[src/rtl/uart_port_in.sv]
// uart_port_in: 8N1 UART receiver that buffers complete bytes in a small FIFO
// and presents the head byte on the processor's PortIn bus.
module uart_port_in #(
  parameter int BAUD_DIV   = 16,
  parameter int FIFO_DEPTH = 4
) (
  input  logic       clk,
  input  logic       reset,
  input  logic       rx,
  input  logic       pop,
  input  logic       clear_errors,
  output logic [7:0] PortIn,
  output logic       data_valid,
  output logic       fifo_full,
  output logic       overrun,
  output logic       frame_error
);

  localparam int TMR_W = $clog2(BAUD_DIV);
  localparam int PTR_W = $clog2(FIFO_DEPTH);
  localparam int CNT_W = PTR_W + 1;

  // Timer is a down-counter; a bit period expires when it reaches zero.
  localparam logic [TMR_W-1:0] HALF_LOAD = TMR_W'(BAUD_DIV / 2 - 1);
  localparam logic [TMR_W-1:0] FULL_LOAD = TMR_W'(BAUD_DIV - 1);
  localparam logic [TMR_W-1:0] TMR_ZERO  = TMR_W'(0);
  localparam logic [TMR_W-1:0] TMR_ONE   = TMR_W'(1);
  localparam logic [CNT_W-1:0] CNT_FULL  = CNT_W'(FIFO_DEPTH);
  localparam logic [CNT_W-1:0] CNT_ZERO  = CNT_W'(0);
  localparam logic [CNT_W-1:0] CNT_ONE   = CNT_W'(1);
  localparam logic [PTR_W-1:0] PTR_ONE   = PTR_W'(1);

  typedef enum logic [1:0] {
    ST_IDLE  = 2'd0,
    ST_START = 2'd1,
    ST_DATA  = 2'd2,
    ST_STOP  = 2'd3
  } state_t;

  logic             sync1_r;
  logic             rxs_r;
  state_t           state_r, state_s;
  logic [TMR_W-1:0] timer_r, timer_s;
  logic [2:0]       bit_idx_r, bit_idx_s;
  logic [7:0]       shift_r, shift_s;
  logic             push_s;
  logic             frame_err_s;
  logic             frame_error_r;

  logic [7:0]       mem_r [FIFO_DEPTH];
  logic [PTR_W-1:0] wr_ptr_r, rd_ptr_r;
  logic [CNT_W-1:0] count_r;
  logic             overrun_r;
  logic             do_push_s, do_pop_s, overrun_set_s;
  logic [7:0]       port_in_s;

  // Two-flop synchronizer for the asynchronous rx pin; idles high.
  always_ff @(posedge clk or negedge reset) begin
    if (!reset) begin
      sync1_r <= 1'b1;
      rxs_r   <= 1'b1;
    end else begin
      sync1_r <= rx;
      rxs_r   <= sync1_r;
    end
  end

  // Receiver state, bit timer, bit index, shift register and error pulse.
  always_ff @(posedge clk or negedge reset) begin
    if (!reset) begin
      state_r       <= ST_IDLE;
      timer_r       <= TMR_ZERO;
      bit_idx_r     <= 3'd0;
      shift_r       <= 8'h00;
      frame_error_r <= 1'b0;
    end else begin
      state_r       <= state_s;
      timer_r       <= timer_s;
      bit_idx_r     <= bit_idx_s;
      shift_r       <= shift_s;
      frame_error_r <= frame_err_s;
    end
  end

  // Frame decoder: mid-bit sampling of start, eight data bits (LSB first) and stop.
  always_comb begin
    state_s     = state_r;
    timer_s     = timer_r;
    bit_idx_s   = bit_idx_r;
    shift_s     = shift_r;
    push_s      = 1'b0;
    frame_err_s = 1'b0;
    case (state_r)
      ST_IDLE: begin
        if (!rxs_r) begin
          state_s = ST_START;
          timer_s = HALF_LOAD;
        end else begin
          state_s = ST_IDLE;
        end
      end
      ST_START: begin
        if (timer_r == TMR_ZERO) begin
          if (rxs_r) begin
            // Line went back high before mid start bit: treat as a glitch.
            state_s = ST_IDLE;
          end else begin
            state_s   = ST_DATA;
            timer_s   = FULL_LOAD;
            bit_idx_s = 3'd0;
          end
        end else begin
          timer_s = timer_r - TMR_ONE;
        end
      end
      ST_DATA: begin
        if (timer_r == TMR_ZERO) begin
          shift_s = {rxs_r, shift_r[7:1]};
          timer_s = FULL_LOAD;
          if (bit_idx_r == 3'd7) begin
            state_s = ST_STOP;
          end else begin
            bit_idx_s = bit_idx_r + 3'd1;
          end
        end else begin
          timer_s = timer_r - TMR_ONE;
        end
      end
      ST_STOP: begin
        if (timer_r == TMR_ZERO) begin
          state_s = ST_IDLE;
          if (rxs_r) begin
            push_s = 1'b1;
          end else begin
            frame_err_s = 1'b1;
          end
        end else begin
          timer_s = timer_r - TMR_ONE;
        end
      end
      default: begin
        state_s = ST_IDLE;
      end
    endcase
  end

  // A pop on an empty FIFO is ignored; a push when full needs a same-cycle pop.
  assign do_pop_s      = pop && (count_r != CNT_ZERO);
  assign do_push_s     = push_s && ((count_r != CNT_FULL) || do_pop_s);
  assign overrun_set_s = push_s && (count_r == CNT_FULL) && !pop;

  // FIFO storage, wrapping pointers and occupancy count.
  always_ff @(posedge clk or negedge reset) begin
    if (!reset) begin
      for (int i = 0; i < FIFO_DEPTH; i++) begin
        mem_r[i] <= 8'h00;
      end
      wr_ptr_r <= PTR_W'(0);
      rd_ptr_r <= PTR_W'(0);
      count_r  <= CNT_ZERO;
    end else begin
      if (do_push_s) begin
        mem_r[wr_ptr_r] <= shift_r;
        wr_ptr_r        <= wr_ptr_r + PTR_ONE;
      end
      if (do_pop_s) begin
        rd_ptr_r <= rd_ptr_r + PTR_ONE;
      end
      case ({do_push_s, do_pop_s})
        2'b10:   count_r <= count_r + CNT_ONE;
        2'b01:   count_r <= count_r - CNT_ONE;
        default: count_r <= count_r;
      endcase
    end
  end

  // Sticky overrun flag; a new overrun takes priority over clear_errors.
  always_ff @(posedge clk or negedge reset) begin
    if (!reset) begin
      overrun_r <= 1'b0;
    end else if (overrun_set_s) begin
      overrun_r <= 1'b1;
    end else if (clear_errors) begin
      overrun_r <= 1'b0;
    end else begin
      overrun_r <= overrun_r;
    end
  end

  // Head byte onto the bus, forced to zero while the FIFO is empty.
  always_comb begin
    port_in_s = 8'h00;
    if (count_r != CNT_ZERO) begin
      port_in_s = mem_r[rd_ptr_r];
    end else begin
      port_in_s = 8'h00;
    end
  end

  assign PortIn      = port_in_s;
  assign data_valid  = (count_r != CNT_ZERO);
  assign fifo_full   = (count_r == CNT_FULL);
  assign overrun     = overrun_r;
  assign frame_error = frame_error_r;

endmodule

[config.mk]
export PLATFORM = sky130hd
export DESIGN_NAME = uart_port_in
export DESIGN_NICKNAME = d
export VERILOG_FILES = /design/src/rtl/uart_port_in.sv
export SDC_FILE = /design/constraint.sdc
export NUM_CORES = 1
export LEC_CHECK = 0
export CAP_MARGIN = 20
export CORE_MARGIN = 5
export CORE_UTILIZATION = 59
export DETAILED_ROUTE_END_ITERATION = 8
export MAX_ROUTING_LAYER = met4
export PLACE_DENSITY = 0.81
export SLEW_MARGIN = 20
export SYNTH_ARGS = -nofsm -noshare
export SYNTH_HDL_FRONTEND = slang
export SYNTH_SLANG_ARGS = --single-unit
[constraint.sdc]
create_clock -name clk -period 2.72 [get_ports clk]
set_clock_uncertainty 0.05 [all_clocks]
set_input_delay 0.816 -clock clk [delete_from_list [all_inputs] [get_ports clk]]
set_output_delay 0.816 -clock clk [all_outputs]
set_load 0.01 [all_outputs]
# [Yosys cells after proc, flatten, opt, wreduce, memory -nomap -nowiden]
# Index checks and enable logic that the tools add are counted.
[classes] n_addsub=6 order_cmp=3 n_eq_ne=17 n_mux=34 bitwise_logic=2 n_reduce_logical=17
[op_table] cell="$bwmux 32" n=1
[op_table] cell="$mux 8" n=4
[op_table] cell="$mux 4" n=5
[op_table] cell="$bmux 8 s2" n=1
[op_table] cell="$demux 8 s2" n=1
[op_table] cell="$ne 2x2->1 const B" n=8
[op_table] cell="$pmux 4 s4" n=1
[op_table] cell="$mux 3" n=4
[op_table] cell="$pmux 3 s2" n=2
[op_table] cell="$mux 2" n=5
[op_table] cell="$mux 1" n=9
[op_table] cell="$pmux 2 s4" n=1
[op_table] cell="$add 3x1->3 const B" n=2
[op_table] cell="$eq 2x2->1 const B" n=3
[op_table] cell="$eq 3x3->1 const B" n=2
[op_table] cell="$ge 3x3->1 const B" n=2
[op_table] cell="$ne 3x3->1 const B" n=2
[op_table] cell="$not 2->3" n=2
[op_table] cell="$reduce_bool 2->1" n=3
[op_table] cell="$logic_and 1x1->1" n=5
[op_table] cell="$reduce_and 5->1" n=1
[op_table] cell="$add 2x1->2 const B" n=2
[op_table] cell="$eq 2x1->1 const B" n=2
[op_table] cell="$logic_not 4->1" n=1
[op_table] cell="10 further kinds" n=10
[totals] reg_bits=60 in_bits=5 output_inout_bits=12 elab_cells=94

# [Depth between registers and ports, before layout]
[logic_depth] ltp_word=6 depth_mapped=12

# [Worst setup path before layout]
# No wires, ideal clock.
[synth_path] path_type="in2reg" from="input pop" to="register count_r[2]" setup_ps=79 arrival_ps=2606 path_slack_ps=-15 stages=10 path_cell_list="or4b_4 buf_6 and3_4 inv_1 ha_1 inv_1 fa_1 xor2_1 nor2_1 xor2_1"
[synth_via] elab_chain_cells=5 word_cells_on_any_way=7 classes_between="eq/ne: 2; mux: 1; reduce/logical: 4"
[synth_rtl] item="start, declared" line_no="10" rtl="input logic pop,"
[synth_rtl] item="$logic_and 1x1->1 (*)" line_no="148" rtl="assign do_pop_s = pop && (count_r != CNT_ZERO);"
[synth_rtl] item="$logic_or 1x1->1" line_no="149" rtl="assign do_push_s = push_s && ((count_r != CNT_FULL) || do_pop_s);"
[synth_rtl] item="$logic_and 1x1->1" line_no="149"
[synth_rtl] item="$eq 2x1->1 or $eq 2x2->1 (tied branches)" line_no="169" rtl="case ({do_push_s, do_pop_s})"
[synth_rtl] item="$pmux 3 s2 or $reduce_bool 2->1 (tied branches)"
[synth_rtl] item="end signal, assigned" line_no="170" rtl="2'b10: count_r <= count_r + CNT_ONE;"
[synth_rtl] item="end signal, assigned" line_no="171" rtl="2'b01: count_r <= count_r - CNT_ONE;"
[synth_rtl] item="end signal, assigned" line_no="172" rtl="default: count_r <= count_r;"
[synth_rtl] item="end, declared" line_no="52" rtl="logic [CNT_W-1:0] count_r;"
# Mark *: on every way between the ends. The rest lies on a longest branch, timed or not.
# A chain may end at the register's enable or synchronous reset.

# [Final worst setup path]
[layout_path] from="register rd_ptr_r[0]" to="output PortIn[6]"
[layout_via] elab_chain_cells=5
[layout_rtl] item="start, declared" line_no="51" rtl="logic [PTR_W-1:0] wr_ptr_r, rd_ptr_r;"
[layout_rtl] item="start signal, assigned" line_no="167" rtl="rd_ptr_r <= rd_ptr_r + PTR_ONE;"
[layout_rtl] item="$not 2->3 (implied by the code)" line_no="194" rtl="port_in_s = mem_r[rd_ptr_r];"
[layout_rtl] item="$bmux 8 s2" line_no="194"
[layout_rtl] item="$mux 8 (implied by the code) (2 in series)" line_no="194"
[layout_rtl] item="$mux 8" line_no="193" rtl="if (count_r != CNT_ZERO) begin"
[layout_rtl] item="end, declared" line_no="12" rtl="output logic [7:0] PortIn,"
# No other way between the ends. The select of a mux whose other input is x is not followed.

==> flow_metrics.env <==
export IMPL_status="finished, final reports clean"
export IMPL_worst_pin_slew_ns=0.410
export IMPL_clk_transition_reported_paths_ns=0.07
export IMPL_rsz0062_at_grt="no"
export IMPL_tritoncts="built"
export IMPL_worstPathCellList="buf_12, buf_4, mux4_2, and2_1, buf_2"
export IMPL_grt_max_degree=61
export IMPL_criticalPathCategory="reg2out"
export IMPL_post_drt_wl_per_cell_microns=16.4
export IMPL_diodes=0
export IMPL_vias=1850
export IMPL_rrSetupSlack_ns=0.38
export IMPL_finalPower_mw=2.90
export IMPL_syn_num_nets=241
export IMPL_die_y_microns=81.7
export IMPL_drc=0
export IMPL_rows=26
export IMPL_max_vdd_ir_drop_mv=0.569
export IMPL_final_common_cell="dfrtp_1"
export IMPL_drive_gt1_share_pct=24.0
export IMPL_syn_inst=222
export IMPL_final_cell_area_sq_um=3520
export IMPL_finalSetupViolations=0
export IMPL_leakage_nw=1.72
export IMPL_cp_max_fo=8
export IMPL_fin_crit_ns=2.64
export IMPL_drtIter0Drc=65
export IMPL_yosysWarnings=0
export IMPL_finalCritPeriodShare_pct=97.0
export IMPL_synth_area_sq_um=3040
export IMPL_setup_ws_ns=0.0807
export IMPL_wirelength_microns=5370
export IMPL_slowest_delay_ns=0.47
export IMPL_final_hold_viol_count=0
export IMPL_worstRegToRegCells=10
export IMPL_final_nets=272
export IMPL_ioPinCount=17
export IMPL_syn2layout_area_growth_pct=16.0
export IMPL_powerDensity_nw_per_um2=825
export IMPL_pre_cts_ws_ns=-0.339
export IMPL_cap_violations=0
export IMPL_antenna_found_initial=0
export IMPL_die_w_microns=81.7
export IMPL_ys_seq_area_share_pct=49.5
export IMPL_syn_avg_cell_area_sq_um=13.7
export IMPL_dieArea_sq_um=6680
export IMPL_async_reset_ff_share_pct=100
export IMPL_start_util_pct=60.2
export IMPL_synthFlopType="dfrtp_1"
export IMPL_clkSinkCount=60
export IMPL_ctsRootBufferMaster="clkbuf_8"
export IMPL_hold_class="reg2reg"
export IMPL_cts_hold_buf=0
export IMPL_placed_cell_area_sq_um=3330
export IMPL_crit_start="rd_ptr_r[0]$_DFFE_PN0P_"
export IMPL_track_usage_pct=20.0
export IMPL_end_kind="output pin"
export IMPL_gp_congestion=0.882
export IMPL_synth_seq_cells=60
export IMPL_overflow=0
export IMPL_slew_headroom_pct=72.0
export IMPL_vias_per_cell=5.64
export IMPL_dp_hpwl_microns=3570
export IMPL_min_to="rxs_r$_DFF_PN1_"
export IMPL_reg2reg_to="count_r[2]$_DFFE_PN0P_"
export IMPL_dr_pass1_iters=4
export IMPL_setup_worst_path_start_class="flip-flop"
export IMPL_portBuffers=16
export IMPL_cp_required_ns=1.85
export IMPL_core_sq_um=5040
export IMPL_reg2reg_from="count_r[0]$_DFFE_PN0P_"
export IMPL_final_util_pct=69.8
export IMPL_cts_buffer_depth=2
export IMPL_worstHoldStart="sync1_r$_DFF_PN1_"
export IMPL_drtAntennaViolNets=0
export IMPL_clk_latency_ns=0.34
export IMPL_h_tree_depth=3
export IMPL_grt_pass1_wl_microns=9500
export IMPL_hold_depth=0
export IMPL_fmax_mhz=379
export IMPL_numCtsBuffers=9
export IMPL_layout_common_cells="57 x dfrtp_1, 34 x mux2_1, 16 x inv_1"
export IMPL_synth_edf_count=0
export IMPL_slowest_stage="mux4_2"
export IMPL_grt_pass1_vias=1982
export IMPL_yosysUniqueCellTypes=47
export IMPL_arrival_ns=1.77
export IMPL_slew_violations=0
synth_stat cells, drive strengths merged (4+ instances only):
library cell	count	area share, %
nand4	4	2.8
nand2	4	0.49
dfrtp	58	48
ha	13	5.4
nor2	4	0.74
mux4	8	5.9
buf	6	1.4
inv	16	2.0
and2	13	2.7
mux2	41	15
per-layer routing:
layer	routed length (microns)	up-vias	GRT usage, %
met2	2600	27	30.5
met5	0	-	-
met3	169	10	5.59
met1	2470	944	24.8
met4	135	0	8.97
li1	-	869	-
state kept, by name, summed over array words and instances (netlist names), named ones only:
signal,count
mem_r,32
shift_r,8
timer_r,4
bit_idx_r,3
count_r,3
rd_ptr_r,2
wr_ptr_r,2
frame_error,1
overrun,1
rxs_r,1
state_r,1
sync1_r,1
per-stage QoR:
stage          hold WS [ns]  std cells  setup TNS [ns]
2_1_floorplan         0.295        222               0
3_3_place_gp          0.296        309          -0.471
3_5_place_dp          0.302        309          -0.567
4_1_cts               0.312        328               0
5_1_grt               0.318        328               0
6_report              0.309        328               0
cells by family (layout without fill, tap and decap cells):
kind of cell,after synthesis,after routing,share of synthesized area [%]
xor gates and xnor gates,6,6,1.73
AOI/OAI and AO/OA,25,25,6.06
DFF,60,60,49.5
and+or+nand+nor,41,41,10.8
adders and majority gates,14,14,6.02
buffers and inverters,24,60,3.63
muxes,52,52,22.3
worst max-delay path, delay by kind of cell, from the launching register on:
kind                   cells  cell delay [ns]
and+or+nand+nor            1             0.17
buffers and inverters      3             0.41
DFF                        1             0.38
muxes                      1             0.47
timing repair:
item | in CTS | in global routing
resized for setup | 18 | 5
setup buffers | 3 | 0
pin swaps | 0 | 1
endpoints found under the setup margin | 9 | 4
cloned | 0 | 0
endpoints found under the hold margin | 0 | 0
cell type report:
cell class,instances,area (sq um)
inverters,16,60.1
fillers,370,1520
flip-flops and latches,60,1510
clock inverters,7,52.6
well taps,70,87.6
clock buffers,9,124
repair buffers,28,255
multi-input cells,138,1440
worst max-delay path by stage:
stage | cells past startpoint | endpoint
global placement | 10 | count_r[2]$_DFFE_PN0P_
floorplan | 10 | count_r[2]$_DFFE_PN0P_
detailed placement | 10 | count_r[2]$_DFFE_PN0P_
CTS | 4 | PortIn[7]
finish | 5 | PortIn[6]
global route | 4 | PortIn[0]
where the power goes:
part           switching (mW)  total (mW)  internal, mW
Combinational           0.520        1.02         0.503
Sequential              0.151        1.17          1.02
Clock                   0.376       0.709         0.334
Total                    1.05        2.90          1.86
(Power assumes the default switching activity.)
